### src/rtl/conv_channel_err_inj_if.sv
`default_nettype none
// ============================================================================
// conv_channel_err_inj_if : encoded-symbol stream in/out of the channel model
// Rev 1.0
// ============================================================================
interface conv_channel_err_inj_if #(
  parameter int SYM_W = 2
);
  logic             in_valid;
  logic [SYM_W-1:0] in_sym;
  logic             out_valid;
  logic [SYM_W-1:0] out_sym;
  logic [SYM_W-1:0] out_err;

  modport master (output in_valid, in_sym, input out_valid, out_sym, out_err);
  modport slave  (input in_valid, in_sym, output out_valid, out_sym, out_err);
endinterface
`default_nettype wire

### src/rtl/conv_channel_err_inj.sv
`default_nettype none
// ============================================================================
// conv_channel_err_inj : noisy-channel model with periodic bit/symbol/burst errors
// Rev 1.0
// ============================================================================
module conv_channel_err_inj #(
  parameter int SYM_W     = 2,
  parameter int PERIOD_W  = 8,
  parameter int BURST_MAX = 8,
  parameter int CNT_W     = 16,
  localparam int BSEL_W   = (SYM_W > 1) ? $clog2(SYM_W) : 1,
  localparam int LEN_W    = $clog2(BURST_MAX + 1)
) (
  input  logic                clk,
  input  logic                rst,
  input  logic                cfg_en,
  input  logic [1:0]          cfg_mode,
  input  logic [PERIOD_W-1:0] cfg_period,
  input  logic [PERIOD_W-1:0] cfg_offset,
  input  logic [BSEL_W-1:0]   cfg_bit_sel,
  input  logic [LEN_W-1:0]    cfg_burst_len,
  input  logic                clr_stats,
  conv_channel_err_inj_if.slave ch,
  output logic [CNT_W-1:0]    sym_ct,
  output logic [CNT_W-1:0]    err_sym_ct,
  output logic [CNT_W-1:0]    err_bit_ct
);

  localparam logic [1:0] MODE_OFF    = 2'd0;
  localparam logic [1:0] MODE_SINGLE = 2'd1;
  localparam logic [1:0] MODE_BURST  = 2'd3;
  localparam logic [CNT_W-1:0] CNT_MAX = '1;
  localparam logic [LEN_W-1:0] LEN_MAX = LEN_W'(BURST_MAX);
  localparam logic [LEN_W-1:0] LEN_ONE = LEN_W'(1);
  localparam int PC_W = $clog2(SYM_W + 1);

  typedef enum logic [0:0] {ST_IDLE = 1'b0, ST_BURST = 1'b1} state_t;

  state_t              state;
  logic [PERIOD_W-1:0] pos;
  logic [LEN_W-1:0]    remaining;
  logic                trigger;
  logic [SYM_W-1:0]    bit_mask;
  logic [SYM_W-1:0]    mask;
  logic [LEN_W-1:0]    len;
  logic [PC_W-1:0]     flips;

  function automatic logic [CNT_W-1:0] sat_add(input logic [CNT_W-1:0] a,
                                               input logic [CNT_W-1:0] b);
    logic [CNT_W:0] s;
    s = {1'b0, a} + {1'b0, b};
    return s[CNT_W] ? CNT_MAX : s[CNT_W-1:0];
  endfunction

  always_comb begin
    trigger = ch.in_valid && cfg_en && (cfg_mode != MODE_OFF) &&
              (cfg_period != '0) && (cfg_offset < cfg_period) && (pos == cfg_offset);

    // An out-of-range bit select shifts the one-hot out entirely; fall back to bit 0.
    bit_mask = SYM_W'(1) << cfg_bit_sel;
    if (bit_mask == '0) bit_mask = SYM_W'(1);

    if (cfg_burst_len == '0)         len = LEN_ONE;
    else if (cfg_burst_len > LEN_MAX) len = LEN_MAX;
    else                              len = cfg_burst_len;

    // An active burst overrides the mode so mid-burst reconfiguration cannot cut it short.
    mask = '0;
    if (ch.in_valid && cfg_en) begin
      if (state == ST_BURST) mask = '1;
      else if (trigger)      mask = (cfg_mode == MODE_SINGLE) ? bit_mask : '1;
    end

    flips = '0;
    for (int i = 0; i < SYM_W; i++) flips = flips + PC_W'(mask[i]);
  end

  always_ff @(posedge clk or negedge rst) begin
    if (!rst) begin
      ch.out_valid <= 1'b0;
      ch.out_sym   <= '0;
      ch.out_err   <= '0;
      pos          <= '0;
      state        <= ST_IDLE;
      remaining    <= '0;
      sym_ct       <= '0;
      err_sym_ct   <= '0;
      err_bit_ct   <= '0;
    end else begin
      ch.out_valid <= ch.in_valid;
      ch.out_sym   <= ch.in_sym ^ mask;
      ch.out_err   <= mask;

      if (!cfg_en || cfg_period == '0)
        pos <= '0;
      else if (ch.in_valid)
        pos <= (pos == cfg_period - PERIOD_W'(1)) ? '0 : pos + PERIOD_W'(1);

      if (!cfg_en) begin
        state     <= ST_IDLE;
        remaining <= '0;
      end else if (ch.in_valid) begin
        case (state)
          ST_IDLE: begin
            if (trigger && cfg_mode == MODE_BURST) begin
              remaining <= len - LEN_ONE;
              if (len != LEN_ONE) state <= ST_BURST;
            end
          end
          ST_BURST: begin
            remaining <= remaining - LEN_ONE;
            if (remaining == LEN_ONE) state <= ST_IDLE;
          end
          default: state <= ST_IDLE;
        endcase
      end

      if (clr_stats) begin
        sym_ct     <= '0;
        err_sym_ct <= '0;
        err_bit_ct <= '0;
      end else if (ch.in_valid) begin
        sym_ct     <= sat_add(sym_ct, CNT_W'(1));
        err_sym_ct <= sat_add(err_sym_ct, CNT_W'(mask != '0));
        err_bit_ct <= sat_add(err_bit_ct, CNT_W'(flips));
      end
    end
  end

endmodule
`default_nettype wire

### src/flat_wrapper.sv
// flat-port wrapper written by rule: the top's interface ports become plain ports
module conv_channel_err_inj_flat 
#(
  parameter int SYM_W     = 2,
  parameter int PERIOD_W  = 8,
  parameter int BURST_MAX = 8,
  parameter int CNT_W     = 16,
  localparam int BSEL_W   = (SYM_W > 1) ? $clog2(SYM_W) : 1,
  localparam int LEN_W    = $clog2(BURST_MAX + 1)
)
  (clk, rst, cfg_en, cfg_mode, cfg_period, cfg_offset, cfg_bit_sel, cfg_burst_len, clr_stats, sym_ct, err_sym_ct, err_bit_ct, ch_in_valid, ch_in_sym, ch_out_valid, ch_out_sym, ch_out_err);
  conv_channel_err_inj_if #(.SYM_W(SYM_W)) ch_i ();
  input  logic clk;
  input  logic rst;
  input  logic cfg_en;
  input  logic [1:0] cfg_mode;
  input  logic [PERIOD_W-1:0] cfg_period;
  input  logic [PERIOD_W-1:0] cfg_offset;
  input  logic [BSEL_W-1:0] cfg_bit_sel;
  input  logic [LEN_W-1:0] cfg_burst_len;
  input  logic clr_stats;
  output logic [CNT_W-1:0] sym_ct;
  output logic [CNT_W-1:0] err_sym_ct;
  output logic [CNT_W-1:0] err_bit_ct;
  input wire logic [$bits(ch_i.in_valid)-1:0] ch_in_valid;
  input wire logic [$bits(ch_i.in_sym)-1:0] ch_in_sym;
  output wire logic [$bits(ch_i.out_valid)-1:0] ch_out_valid;
  output wire logic [$bits(ch_i.out_sym)-1:0] ch_out_sym;
  output wire logic [$bits(ch_i.out_err)-1:0] ch_out_err;
  assign ch_i.in_valid = ch_in_valid;
  assign ch_i.in_sym = ch_in_sym;
  assign ch_out_valid = ch_i.out_valid;
  assign ch_out_sym = ch_i.out_sym;
  assign ch_out_err = ch_i.out_err;
  conv_channel_err_inj #(.SYM_W(SYM_W), .PERIOD_W(PERIOD_W), .BURST_MAX(BURST_MAX), .CNT_W(CNT_W)) u_core (.clk(clk), .rst(rst), .cfg_en(cfg_en), .cfg_mode(cfg_mode), .cfg_period(cfg_period), .cfg_offset(cfg_offset), .cfg_bit_sel(cfg_bit_sel), .cfg_burst_len(cfg_burst_len), .clr_stats(clr_stats), .ch(ch_i), .sym_ct(sym_ct), .err_sym_ct(err_sym_ct), .err_bit_ct(err_bit_ct));
endmodule
### config.mk
export PLATFORM = sky130hd
export DESIGN_NAME = conv_channel_err_inj_flat
export DESIGN_NICKNAME = d
export VERILOG_FILES = /design/src/rtl/conv_channel_err_inj_if.sv /design/src/rtl/conv_channel_err_inj.sv /design/src/flat_wrapper.sv
export SDC_FILE = /design/constraint.sdc
export NUM_CORES = 1
export LEC_CHECK = 0
export CORE_UTILIZATION = 50
export DETAILED_ROUTE_END_ITERATION = 10
export MAX_ROUTING_LAYER = met4
export PLACE_DENSITY = 0.77
export SETUP_SLACK_MARGIN = 0.2
export SLEW_MARGIN = 20
export SYNTH_ARGS = -nofsm -noshare
export SYNTH_HDL_FRONTEND = slang
export SYNTH_SLANG_ARGS = --single-unit
### constraint.sdc
create_clock -name clk -period 9.1 [get_ports clk]
set_input_delay 1.365 -clock clk [delete_from_list [all_inputs] [get_ports clk]]
set_output_delay 1.365 -clock clk [all_outputs]
set_load 0.02 [all_outputs]
Yosys cells after proc, flatten, opt, wreduce, memory -nomap -nowiden. Index checks and enable logic that the tools add are counted.

Register bits: 66. Latch bits: 0. Memory bits (writable): 0. ROM bits: 0. Input bits: 30. Output and inout port bits: 53. Memories: 0.

$add $sub $neg: 8. $mul: 0. Divide/modulo/power cells: 0. $lt $le $gt $ge: 2. Equality and inequality tests: 8. Shift-type cells: 1. Mux-type cells: 29. Bitwise logic cells: 2. Reductions and logical operators: 17.

Operators with widths (number): 16-bit two-way mux (9); 8-bit two-way mux (3); 4-bit two-way mux (5); 16-bit by 1-bit adder with 17-bit output (1); 16-bit by 1-bit adder with 17-bit output, second input constant (1); 16-bit by 2-bit adder with 17-bit output (1); 8-bit == test (2); 2-bit two-way mux (5); 8-bit by 1-bit adder with 8-bit output, second input constant (1); 8-bit logical NOT (1); 8-bit < comparator (1); 4-bit one-hot mux with 2 select lines (1); 2-bit nonzero test (4); 8-bit nonzero test (1); 4-bit by 1-bit subtractor with 4-bit output, second input constant (2); 8-bit by 1-bit subtractor with 8-bit output, second input constant (1); 1-bit logical AND (6); 1-bit two-way mux (5); 4-bit by 1-bit == test with 1-bit output, second input constant (1); 4-bit > comparator, second input constant (1); 4-bit logical NOT (1); 4-bit by 1-bit != test with 1-bit output, second input constant (1); 3-bit by 2-bit != test with 1-bit output, second input constant (1); 1-bit by 1-bit adder with 2-bit output (1); other kinds (11) (11).

Depth between registers and ports, before layout. Gate-level depths: netlist of the first run.

Depth in word-level cells: 13. Gate-level depth with buffers: 20. Mapped depth without buffers: 18.

Worst setup path before layout of the first run. OpenSTA, ideal clock, no wires.

Path kind: input -> register. Start point: input port cfg_period[5]. End point: register u_core.err_bit_ct[10]. Arrival time: 4.672 ns. Data required time: 8.968 ns. Slack: 4.296 ns. Cell stages on the path: 20. Cells stage by stage: inv_1 > ha_1 > and4_1 > o21ai_0 > a21oi_1 > nor2_1 > a22oi_1 > xnor2_1 > ha_1 > a31o_2 > clkbuf_1 > or2_2 > ha_1 > nand2_1 > nor2_1 > and2_1 > clkbuf_1 > nand4_1 > mux2i_1 > nor2_1.

Longest elaborated chain between the ends: 12. Elaborated cells between the ends (all ways): 13. Classes of those cells: add/sub: 2; order compare: 1; mux: 6; reduce/logical: 4.

Ends and longest elaborated chain: start, declared (RTL line flat_wrapper.sv:17) `input logic [PERIOD_W-1:0] cfg_period;`; branches (longest 2 deep; another with 8-bit < comparator); 1-bit logical AND * (2 in series) (RTL line conv_channel_err_inj.sv:57) `(cfg_period != '0) && (cfg_offset < cfg_period) && (pos == cfg_offset);`; 2-bit two-way mux * (RTL line conv_channel_err_inj.sv:71) `else if (trigger) mask = (cfg_mode == MODE_SINGLE) ? bit_mask : '1;`; 2-bit two-way mux * (RTL line conv_channel_err_inj.sv:70) `if (state == ST_BURST) mask = '1;`; 2-bit two-way mux * (RTL line conv_channel_err_inj.sv:69) `if (ch.in_valid && cfg_en) begin`; 1-bit by 1-bit adder with 2-bit output * (RTL line conv_channel_err_inj.sv:75) `for (int i = 0; i < SYM_W; i++) flips = flips + PC_W'(mask[i]);`; 16-bit by 2-bit adder with 17-bit output * (RTL line conv_channel_err_inj.sv:51) `s = {1'b0, a} + {1'b0, b};`; 16-bit two-way mux * (RTL line conv_channel_err_inj.sv:52) `return s[CNT_W] ? CNT_MAX : s[CNT_W-1:0];`; 16-bit two-way mux * (RTL line conv_channel_err_inj.sv:122) `end else if (ch.in_valid) begin`; 16-bit two-way mux * (RTL line conv_channel_err_inj.sv:118) `if (clr_stats) begin`; end signal, assigned (RTL line conv_channel_err_inj.sv:125) `err_bit_ct <= sat_add(err_bit_ct, CNT_W'(flips));`; end, declared (RTL line conv_channel_err_inj.sv:26) `output logic [CNT_W-1:0] err_bit_ct`.

Mark *: on every way between the ends. The select of a mux whose other input is x is not followed. A chain may end at the register's enable or synchronous reset.

Worst setup path after layout of the first run. Same ends and word-level chain as after synthesis.

==> results of run 1 <==
## layer usage
layer | routed length [um] | part of all wire | vias to the layer above
met3 | 613 | 0.055 | 11
li1 | - | - | 1952
met2 | 5290 | 0.48 | 142
met4 | 119 | 0.011 | 0
met5 | 0 | 0 | -
met1 | 5070 | 0.46 | 1943
## tightest hold or removal path, cell delays in order (launching register included)
cell	delay (ps)
dfrtp_1	370
nand2_1	50
o21ai_0	80
## state kept, by name, summed over array words and instances (netlist names)
name	flops
u_core.pos	8
u_core.err_bit_ct	16
u_core.sym_ct	16
u_core.ch.out_sym	2
u_core.state	1
u_core.ch.out_valid	1
u_core.ch.out_err	2
u_core.remaining	4
u_core.err_sym_ct	16
## area by class of cell
cell class                      instances  area share
Clock inverter                          2     0.00234
Clock buffer                           12      0.0308
Tap cell                              105      0.0245
Sequential cell                        66       0.308
Multi-Input combinational cell        373       0.461
Timing Repair Buffer                   85       0.157
Inverter                               23      0.0161
## per-stage QoR
stage,hold WS (ps),area [um^2]
floorplan,465,4290
global placement,491,5180
detailed placement,525,5180
CTS,537,5360
global route,560,5360
finish,539,5360
## Yosys cell counts (3+ instances only)
master    number
a22oi_1        3
inv_1         22
a311oi_1       5
o31ai_1        3
nand4_1       12
mux2i_1        3
o21ai_0       17
ha_1          18
nand2_1       36
and2_1         8
nor3_2         3
nor2_1        56
o21a_1         4
xor2_1        13
nor3_1        14
a31oi_1       14
and4_1         6
o211a_1        3
dfrtp_1       66
nand3_1       25
buf_2          3
nor4_1         3
xnor2_1        7
a21oi_1       21
a211oi_1      20
o211ai_1       4
buf_1          3
a41oi_1        3
nor4b_1        3
o221a_2        6
and3_1        11
or2_2          5
nor2b_1        5
o2111a_1       3
clkbuf_1      14
## power groups by stage
| stage | registers [mW] | logic, mW | clock network, mW |
|---|---|---|---|
| floorplan | 0.310 | 0.0370 | 0 |
| global placement | 0.308 | 0.0754 | 0 |
| detailed placement | 0.308 | 0.0767 | 0 |
| CTS | 0.303 | 0.0773 | 0.233 |
| global route | 0.303 | 0.0856 | 0.244 |
| finish | 0.303 | 0.0768 | 0.228 |
## how the worst max path moves through the flow
stage                              from               endpoint  cells past startpoint  slack (ps)
after global routing      cfg_period[5]  u_core.err_bit_ct[10]                     19        3360
after detailed placement  cfg_period[5]  u_core.err_bit_ct[10]                     19        3430
after floorplan           cfg_period[5]  u_core.err_bit_ct[10]                     20        4300
final                     cfg_period[5]  u_core.err_bit_ct[10]                     19        3730
after CTS                 cfg_period[5]  u_core.err_bit_ct[10]                     19        3750
after global placement    cfg_period[5]  u_core.err_bit_ct[10]                     19        3640
## cells by family (layout without fill, tap and decap cells)
family,count (synthesis),in the layout,share of synthesized area
flip-flops,66,66,0.385
buffers and inverters,43,122,0.0385
AND/OR/NAND/NOR,205,205,0.259
AO/OA/AOI/OAI,125,125,0.212
XOR/XNOR,20,20,0.0409
multiplexers,5,5,0.0123
adder cells (fa/ha/maj),18,18,0.0525
==> results.sh, run 1 <==
export IMPL_synth_area_leaders="dfrtp_1 (39%), ha_1 (5.3%), nor2_1 (4.9%), a211oi_1 (3.5%), nand2_1 (3.2%)"
export IMPL_finalPower_uw=608
export IMPL_first_pass_iters=5
export IMPL_slew_headroom=0.434
export IMPL_hp_class="reg -> reg"
export IMPL_finalCoreUtilization=0.648
export IMPL_grt_pass1_wl_um=18200
export IMPL_min_period_over_period=0.591
export IMPL_tightest_slew_ps=849
export IMPL_postCtsSetupRepairBufs=0
export IMPL_fillers=689
export IMPL_synth_cell_types=68
export IMPL_postLayoutSetupSlackWorst_ps=3730
export IMPL_portBuffers=82
export IMPL_insertion_delay_ps=340
export IMPL_dpl_hpwl_um=7860
export IMPL_finalMaxSlewViolations=0
export IMPL_pre_cts_slack_ps=3430
export IMPL_area_growth_pct=24.9
export IMPL_ys_seq_area_frac=0.385
export IMPL_fin_nets=606
export IMPL_layout_commonest_cell="clkdlybuf4s50_1"
export IMPL_via_per_inst=6.08
export IMPL_cap_violations=0
export IMPL_min_delay_path_depth=2
export IMPL_synth_warnings=0
export IMPL_holdCritStartpoint="u_core.remaining[1]"
export IMPL_regArea_mm2=0.00165
export IMPL_switchingPower_uw=159
export IMPL_ant_nets=0
export IMPL_p_seq_frac=0.499
export IMPL_fmaxAchievable_mhz=186
export IMPL_cp_cell_sequence="clkdlybuf4s50_1 > inv_1 > ha_1 > and4_1 > o21ai_0 > a21oi_1 > nor2_1 > a22oi_1 > xnor2_1 > ha_1 > a31o_2 > or2_2 > ha_1 > nand2_1 > nor2_1 > and2_1 > nand4_1 > mux2i_1 > nor2_1"
export IMPL_cts_max_level=3
export IMPL_tns_ps=0
export IMPL_grt_max_degree=67
export IMPL_timing_rr_start="u_core.pos[0]"
export IMPL_grt_setup_unrepaired="no"
export IMPL_powerDensity_mw_per_mm2=113
export IMPL_grt_pass1_vias=3772
export IMPL_syn_cell_area_mm2=0.00429
export IMPL_drc=0
export IMPL_critPathBufInv=2
export IMPL_antenna_found_initial=0
export IMPL_drtIter0Drc=246
export IMPL_wl_per_cell_um=16.6
export IMPL_async_flop_share=1.00
export IMPL_worstSetupEndpointType="flop"
export IMPL_crit_family="simple AND/OR/NAND/NOR gates"
export IMPL_met3_usage=0.0515
export IMPL_critPathLaunchType="input port"
export IMPL_power_internal_uw=449
export IMPL_die_w_um=94.6
export IMPL_fin_cells=666
export IMPL_crit_fanout=10
export IMPL_vias=4048
export IMPL_synth_top_area_frac=0.385
export IMPL_p_leak_nw=2.25
export IMPL_syn_nets=530
export IMPL_required_ps=9310
export IMPL_initial_core_util=0.519
export IMPL_worstSetupPathType="in -> reg"
export IMPL_place_inst=652
export IMPL_multi_input_area_mm2=0.00247
export IMPL_worstHoldEndpoint="u_core.remaining[1]"
export IMPL_avgSynthCellArea_um2=8.89
export IMPL_overflow=0
export IMPL_cts_sinks=66
export IMPL_routed_wl_um=11100
export IMPL_cts_resized=0
export IMPL_root_buffer="clkbuf_8"
export IMPL_outcome="finished, final reports clean"
export IMPL_skew_ps=10.3
export IMPL_clk_pin_slew_ps=70
export IMPL_die_height_um=94.6
export IMPL_track_usage=0.269
export IMPL_p_comb_frac=0.126
export IMPL_cts_buffers=9
export IMPL_gp_congestion=0.880
export IMPL_crit_path_top_delay_cell="clkdlybuf4s50_1"
export IMPL_diodes=0
export IMPL_min_period_ps=5370
export IMPL_netlist_instances=482
export IMPL_worst_ep_arrival_time_ps=5590
export IMPL_synth_top_flop_cell="dfrtp_1"
export IMPL_yosys_register_bits=66
export IMPL_rows=33
export IMPL_r2r_cells=16
export IMPL_met1_usage=0.362
export IMPL_setup_viol=0
export IMPL_critPathMaxStageDelay_ps=560
export IMPL_met2_usage=0.414
export IMPL_pin_count=83
export IMPL_synth_top_cell_by_area="dfrtp_1"
export IMPL_grt_most_used_layer="met2"
export IMPL_ctsHoldBuffers=0
export IMPL_r2r_end="u_core.err_bit_ct[10]"
export IMPL_hold_viol_final=0
export IMPL_final_cell_mix="clkdlybuf4s50_1 (81), dfrtp_1 (66), nor2_1 (56)"
export IMPL_rrSetupSlack_ps=5330
export IMPL_layout_drive_gt1_share=0.0856
export IMPL_switching_share=0.262
export IMPL_clkPwrFrac=0.375
export IMPL_vdd_drop_max_mv=0.0846
export IMPL_die_area_mm2=0.00895
export IMPL_coreArea_mm2=0.00826
export IMPL_tritoncts="built"
export IMPL_cts_buffer_depth=2
export IMPL_synth_edff_count=0
Note: power is estimated with default switching activity, not from simulation.
==> inputs of run 2 (changes only) <==
- CORE_UTILIZATION: 50 -> 48
- PLACE_DENSITY: 0.77 -> 0.78
- clock period: 9.1 -> 4.35 ns (I/O delays scaled with it)
==> results.sh, run 2 (synthesis results as in run 1) <==
export IMPL_outcome="finished, final reports clean"
export IMPL_pin_count=83
export IMPL_cap_violations=0
export IMPL_hp_class="in -> async"
export IMPL_portBuffers=82
export IMPL_die_height_um=96.5
export IMPL_drc=0
export IMPL_area_growth_pct=29.3
export IMPL_p_leak_nw=2.34
export IMPL_hold_viol_final=0
export IMPL_cts_buffers=9
export IMPL_layout_drive_gt1_share=0.121
export IMPL_grt_most_used_layer="met2"
export IMPL_rows=34
export IMPL_insertion_delay_ps=340
export IMPL_fin_nets=623
export IMPL_root_buffer="clkbuf_8"
export IMPL_first_pass_iters=7
export IMPL_routed_wl_um=11300
export IMPL_coreArea_mm2=0.00868
export IMPL_powerDensity_mw_per_mm2=248
export IMPL_cp_cell_sequence="clkdlybuf4s50_1 > inv_1 > ha_1 > a211oi_1 > o211a_1 > nand4_2 > nor2_2 > a22oi_2 > xnor2_1 > ha_1 > a31o_2 > or2_2 > ha_1 > nand2_1 > nor2_1 > and2_4 > nand4_1 > mux2i_1 > nor2_1"
export IMPL_pre_cts_slack_ps=-42.0
export IMPL_postCtsSetupRepairBufs=0
export IMPL_worstSetupPathType="in -> reg"
export IMPL_crit_family="simple AND/OR/NAND/NOR gates"
export IMPL_largestRegisters="u_core.err_bit_ct: 16 flops, u_core.err_sym_ct: 16 flops, u_core.sym_ct: 16 flops"
export IMPL_die_area_mm2=0.00931
export IMPL_grt_pass1_vias=3940
export IMPL_antenna_found_initial=0
export IMPL_fin_cells=688
export IMPL_fmaxAchievable_mhz=257
export IMPL_met2_usage=0.412
export IMPL_ant_nets=0
export IMPL_crit_fanout=10
export IMPL_worst_ep_arrival_time_ps=4090
export IMPL_drtIter0Drc=289
export IMPL_skew_ps=10.8
export IMPL_initial_core_util=0.494
export IMPL_crit_top_cell="ha_1"
export IMPL_dpl_hpwl_um=8040
export IMPL_postLayoutSetupSlackWorst_ps=456
export IMPL_clk_pin_slew_ps=80
export IMPL_critPathLaunchType="input port"
export IMPL_cts_buffer_depth=2
export IMPL_grt_setup_unrepaired="no"
export IMPL_min_period_ps=3890
export IMPL_fillers=727
export IMPL_cts_sinks=66
export IMPL_final_cell_mix="clkdlybuf4s50_1 (81), dfrtp_1 (66), nor2_1 (55)"
export IMPL_gp_congestion=0.866
export IMPL_critPathBufInv=2
export IMPL_tritoncts="built"
export IMPL_met3_usage=0.0344
export IMPL_place_inst=672
export IMPL_met1_usage=0.352
export IMPL_min_period_over_period=0.895
export IMPL_grt_pass1_wl_um=18500
export IMPL_track_usage=0.263
export IMPL_via_per_inst=6.13
export IMPL_overflow=0
export IMPL_setup_viol=0
export IMPL_ctsHoldBuffers=0
export IMPL_vdd_drop_max_mv=0.188
export IMPL_diodes=0
export IMPL_crit_path_top_delay_cell="clkdlybuf4s50_1"
export IMPL_vias=4217
export IMPL_worstSetupEndpointType="flop"
export IMPL_wl_per_cell_um=16.4
export IMPL_required_ps=4540
export IMPL_die_w_um=96.5
export IMPL_finalMaxSlewViolations=0
export IMPL_grt_max_degree=40
export IMPL_critPathMaxStageDelay_ps=480
export IMPL_slew_headroom=0.432
export IMPL_layout_commonest_cell="clkdlybuf4s50_1"
export IMPL_tightest_slew_ps=853
export IMPL_cts_max_level=3
-- run 2: cell types whose count changed in the layout (fill, tap and decap cells not counted), moves of 2 or more --
| cell | before | now |
|---|---|---|
| clkinvlp_4 | 1 | 3 |
| bufinv_16 | 0 | 2 |
| clkbuf_8 | 12 | 9 |
| buf_4 | 3 | 20 |
-- run 2: worst register-to-register path, cell delays in order (launching register included) --
cell      delay, ps
dfrtp_1         460
xor2_1          180
a311oi_2        280
nand4_2         150
nor2_2          140
a22oi_2          80
xnor2_1         150
ha_1            180
a31o_2          220
or2_2           330
ha_1            220
nand2_1          90
nor2_1           60
and2_4          220
nand4_1         110
mux2i_1         190
nor2_1           50
-- run 2: repair_timing --
item / CTS / global route
resized for setup: 0 / 5
endpoints found under the hold margin: 0 / 0
setup endpoints to repair: 0 / 7
-- run 2: path summary, 6_finish.rpt --
| path | slack, ps | depth (start not counted) | endpoint | startpoint |
|---|---|---|---|---|
| worst min-delay path | 410 | 1 | u_core.err_sym_ct[4] | rst |
| worst max-delay path | 460 | 19 | u_core.err_bit_ct[10] | cfg_period[5] |
| worst min register to register | 530 | 2 | u_core.remaining[1] | u_core.remaining[1] |
| max in group asynchronous | 3030 | 2 | u_core.pos[1] | rst |
| min in group clk | 530 | 2 | u_core.remaining[1] | u_core.remaining[1] |
| worst max register to register | 1100 | 16 | u_core.err_bit_ct[10] | u_core.pos[0] |
-- run 2: per-stage QoR --
| stage | util | hold WS [ps] | TNS [ps] | cell area [um^2] | total power, mW |
|---|---|---|---|---|---|
| global route | 0.639 | 478 | 0 | 5540 | 1.43 |
| finish | 0.639 | 413 | 0 | 5540 | 1.38 |
| floorplan | - | 357 | 0 | 4290 | 0.726 |
| detailed placement | 0.612 | 498 | -42.0 | 5310 | 0.814 |
| global placement | 0.612 | 494 | 0 | 5310 | 0.808 |
| CTS | 0.637 | 438 | 0 | 5530 | 1.39 |
-- run 2: per-layer routing --
layer,share of wire,routed length (um)
met1,0.45,5100
met3,0.065,736
met4,0.015,174
met2,0.47,5280
met5,0,0
-- run 2: cell type report --
class,count,area (um^2),area share
repair buffers,102,966,0.174
well taps,108,135,0.0244
multi-input cells,373,2480,0.448
clock inverters,6,91.3,0.0165
clock buffers,10,128,0.0230
flip-flops and latches,66,1650,0.298
inverters,23,86.3,0.0156
-- run 2: power by group --
group | switching [mW] | internal, mW | total [mW]
registers | 0.0110 | 0.622 | 0.633
logic | 0.0942 | 0.0762 | 0.170
clock network | 0.249 | 0.324 | 0.573
==> inputs of run 3 (changes only) <==
- REMOVE_ABC_BUFFERS: not set -> 1
==> results.sh, run 3 (synthesis results as in run 1) <==
export IMPL_dpl_hpwl_um=8300
export IMPL_clk_pin_slew_ps=80
export IMPL_min_period_over_period=0.920
export IMPL_cap_violations=0
export IMPL_tritoncts="built"
export IMPL_ant_nets=0
export IMPL_antenna_found_initial=0
export IMPL_overflow=0
export IMPL_largestRegisters="u_core.err_bit_ct: 16 flops, u_core.err_sym_ct: 16 flops, u_core.sym_ct: 16 flops"
export IMPL_via_per_inst=6.14
export IMPL_finalMaxSlewViolations=0
export IMPL_root_buffer="clkbuf_8"
export IMPL_routed_wl_um=11800
export IMPL_cts_max_level=3
export IMPL_fmaxAchievable_mhz=250
export IMPL_vdd_drop_max_mv=0.171
export IMPL_grt_setup_unrepaired="yes"
export IMPL_grt_pass1_vias=4102
export IMPL_required_ps=4590
export IMPL_worstSetupEndpointType="flop"
export IMPL_worst_ep_arrival_time_ps=4240
export IMPL_crit_fanout=7
export IMPL_layout_commonest_cell="clkdlybuf4s50_1"
export IMPL_tightest_slew_ps=929
export IMPL_layout_drive_gt1_share=0.122
export IMPL_fin_nets=623
export IMPL_gp_congestion=0.926
export IMPL_area_growth_pct=29.1
export IMPL_rows=34
export IMPL_p_leak_nw=2.34
export IMPL_hp_class="in -> async"
export IMPL_coreArea_mm2=0.00868
export IMPL_setup_viol=0
export IMPL_drtIter0Drc=216
export IMPL_cts_buffers=9
export IMPL_outcome="finished, final reports clean"
export IMPL_final_cell_area_mm2=0.00553
export IMPL_min_period_ps=4000
export IMPL_wl_per_cell_um=17.1
export IMPL_cts_buffer_depth=2
export IMPL_vias=4221
export IMPL_grt_max_degree=43
export IMPL_track_usage=0.270
export IMPL_placed_cell_area_mm2=0.00531
export IMPL_initial_core_util=0.494
export IMPL_cts_sinks=66
export IMPL_drc=0
export IMPL_tns_ps=0
export IMPL_critPathLaunchType="input port"
export IMPL_die_w_um=96.5
export IMPL_die_height_um=96.5
export IMPL_first_pass_iters=4
export IMPL_die_area_mm2=0.00931
export IMPL_slew_headroom=0.380
export IMPL_grt_pass1_wl_um=19000
export IMPL_skew_ps=9.55
export IMPL_ctsHoldBuffers=0
export IMPL_diodes=0
export IMPL_powerDensity_mw_per_mm2=241
export IMPL_fin_cells=688
export IMPL_fillers=746
export IMPL_worstSetupPathType="in -> reg"
export IMPL_hold_viol_final=0
export IMPL_pin_count=83
export IMPL_place_inst=672
export IMPL_finalCoreUtilization=0.638
export IMPL_final_cell_mix="clkdlybuf4s50_1 (81), dfrtp_1 (66), nor2_1 (55)"
export IMPL_insertion_delay_ps=350
export IMPL_portBuffers=82
==> run 3: changes by cell type in the layout (fill, tap and decap cells not counted), sizes merged <==
| cell | delta |
|---|---|
| bufinv | -1 |
| clkinvlp | -2 |
| clkbuf | +2 |
| clkinv | +1 |
==> run 3: where the power goes <==
group	total [mW]	internal, mW	switching [mW]
Combinational	0.172	0.0767	0.0957
Clock	0.525	0.281	0.244
Sequential	0.634	0.622	0.0114
Total	1.33	0.980	0.351
==> run 3: what timing repair did <==
item | CTS | global route
resized for setup | 0 | 8
buffers inserted | 0 | 0
endpoints found under the setup margin | 0 | 9
==> run 3: final timing paths <==
check | startpoint | end | slack [ps] | depth (start not counted)
setup / recovery | cfg_period[5] | u_core.err_bit_ct[11] | 350 | 16
setup reg to reg | u_core.pos[0] | u_core.err_bit_ct[11] | 1010 | 13
hold reg to reg | u_core.remaining[1] | u_core.remaining[1] | 520 | 2
min in group clk | u_core.remaining[1] | u_core.remaining[1] | 520 | 2
max in group asynchronous | rst | u_core.pos[0] | 3010 | 2
hold / removal | rst | u_core.remaining[2] | 440 | 1
==> run 3: critical path, stage by stage <==
cell and delay (ps):
clkdlybuf4s50_1 480, inv_1 90, ha_1 320, and4_1 180, o21ai_0 120, a21oi_2 220, buf_6 150, nor3_1 50
o21a_1 210, ha_1 200, a31o_2 220, or2_2 330, ha_1 220, nand4_1 310, o211ai_1 190, o221a_2 300
==> run 3: routing by layer <==
metal / share of wire / wire [um] / GRT usage
met1: 0.44 / 5190 / 0.338
met2: 0.49 / 5770 / 0.442
met3: 0.055 / 643 / 0.0493
met4: 0.013 / 147 / 0.0907
met5: 0 / 0 / -
==> run 3: layout make-up <==
cell class,count,area [um^2],share of cell area
well taps,108,135,0.0244
clock buffers,12,145,0.0262
multi-input cells,373,2490,0.451
flip-flops and latches,66,1650,0.299
inverters,23,86.3,0.0156
repair buffers,102,970,0.175
clock inverters,4,51.3,0.00927
==> run 3: through the flow <==
stage	setup slack, ps	total power, mW	hold slack [ps]
after CTS	288	1.34	470
after global placement	71.1	0.809	494
final	349	1.33	435
after detailed placement	-73.0	0.815	512
after floorplan	481	0.716	357
after global routing	146	1.38	525
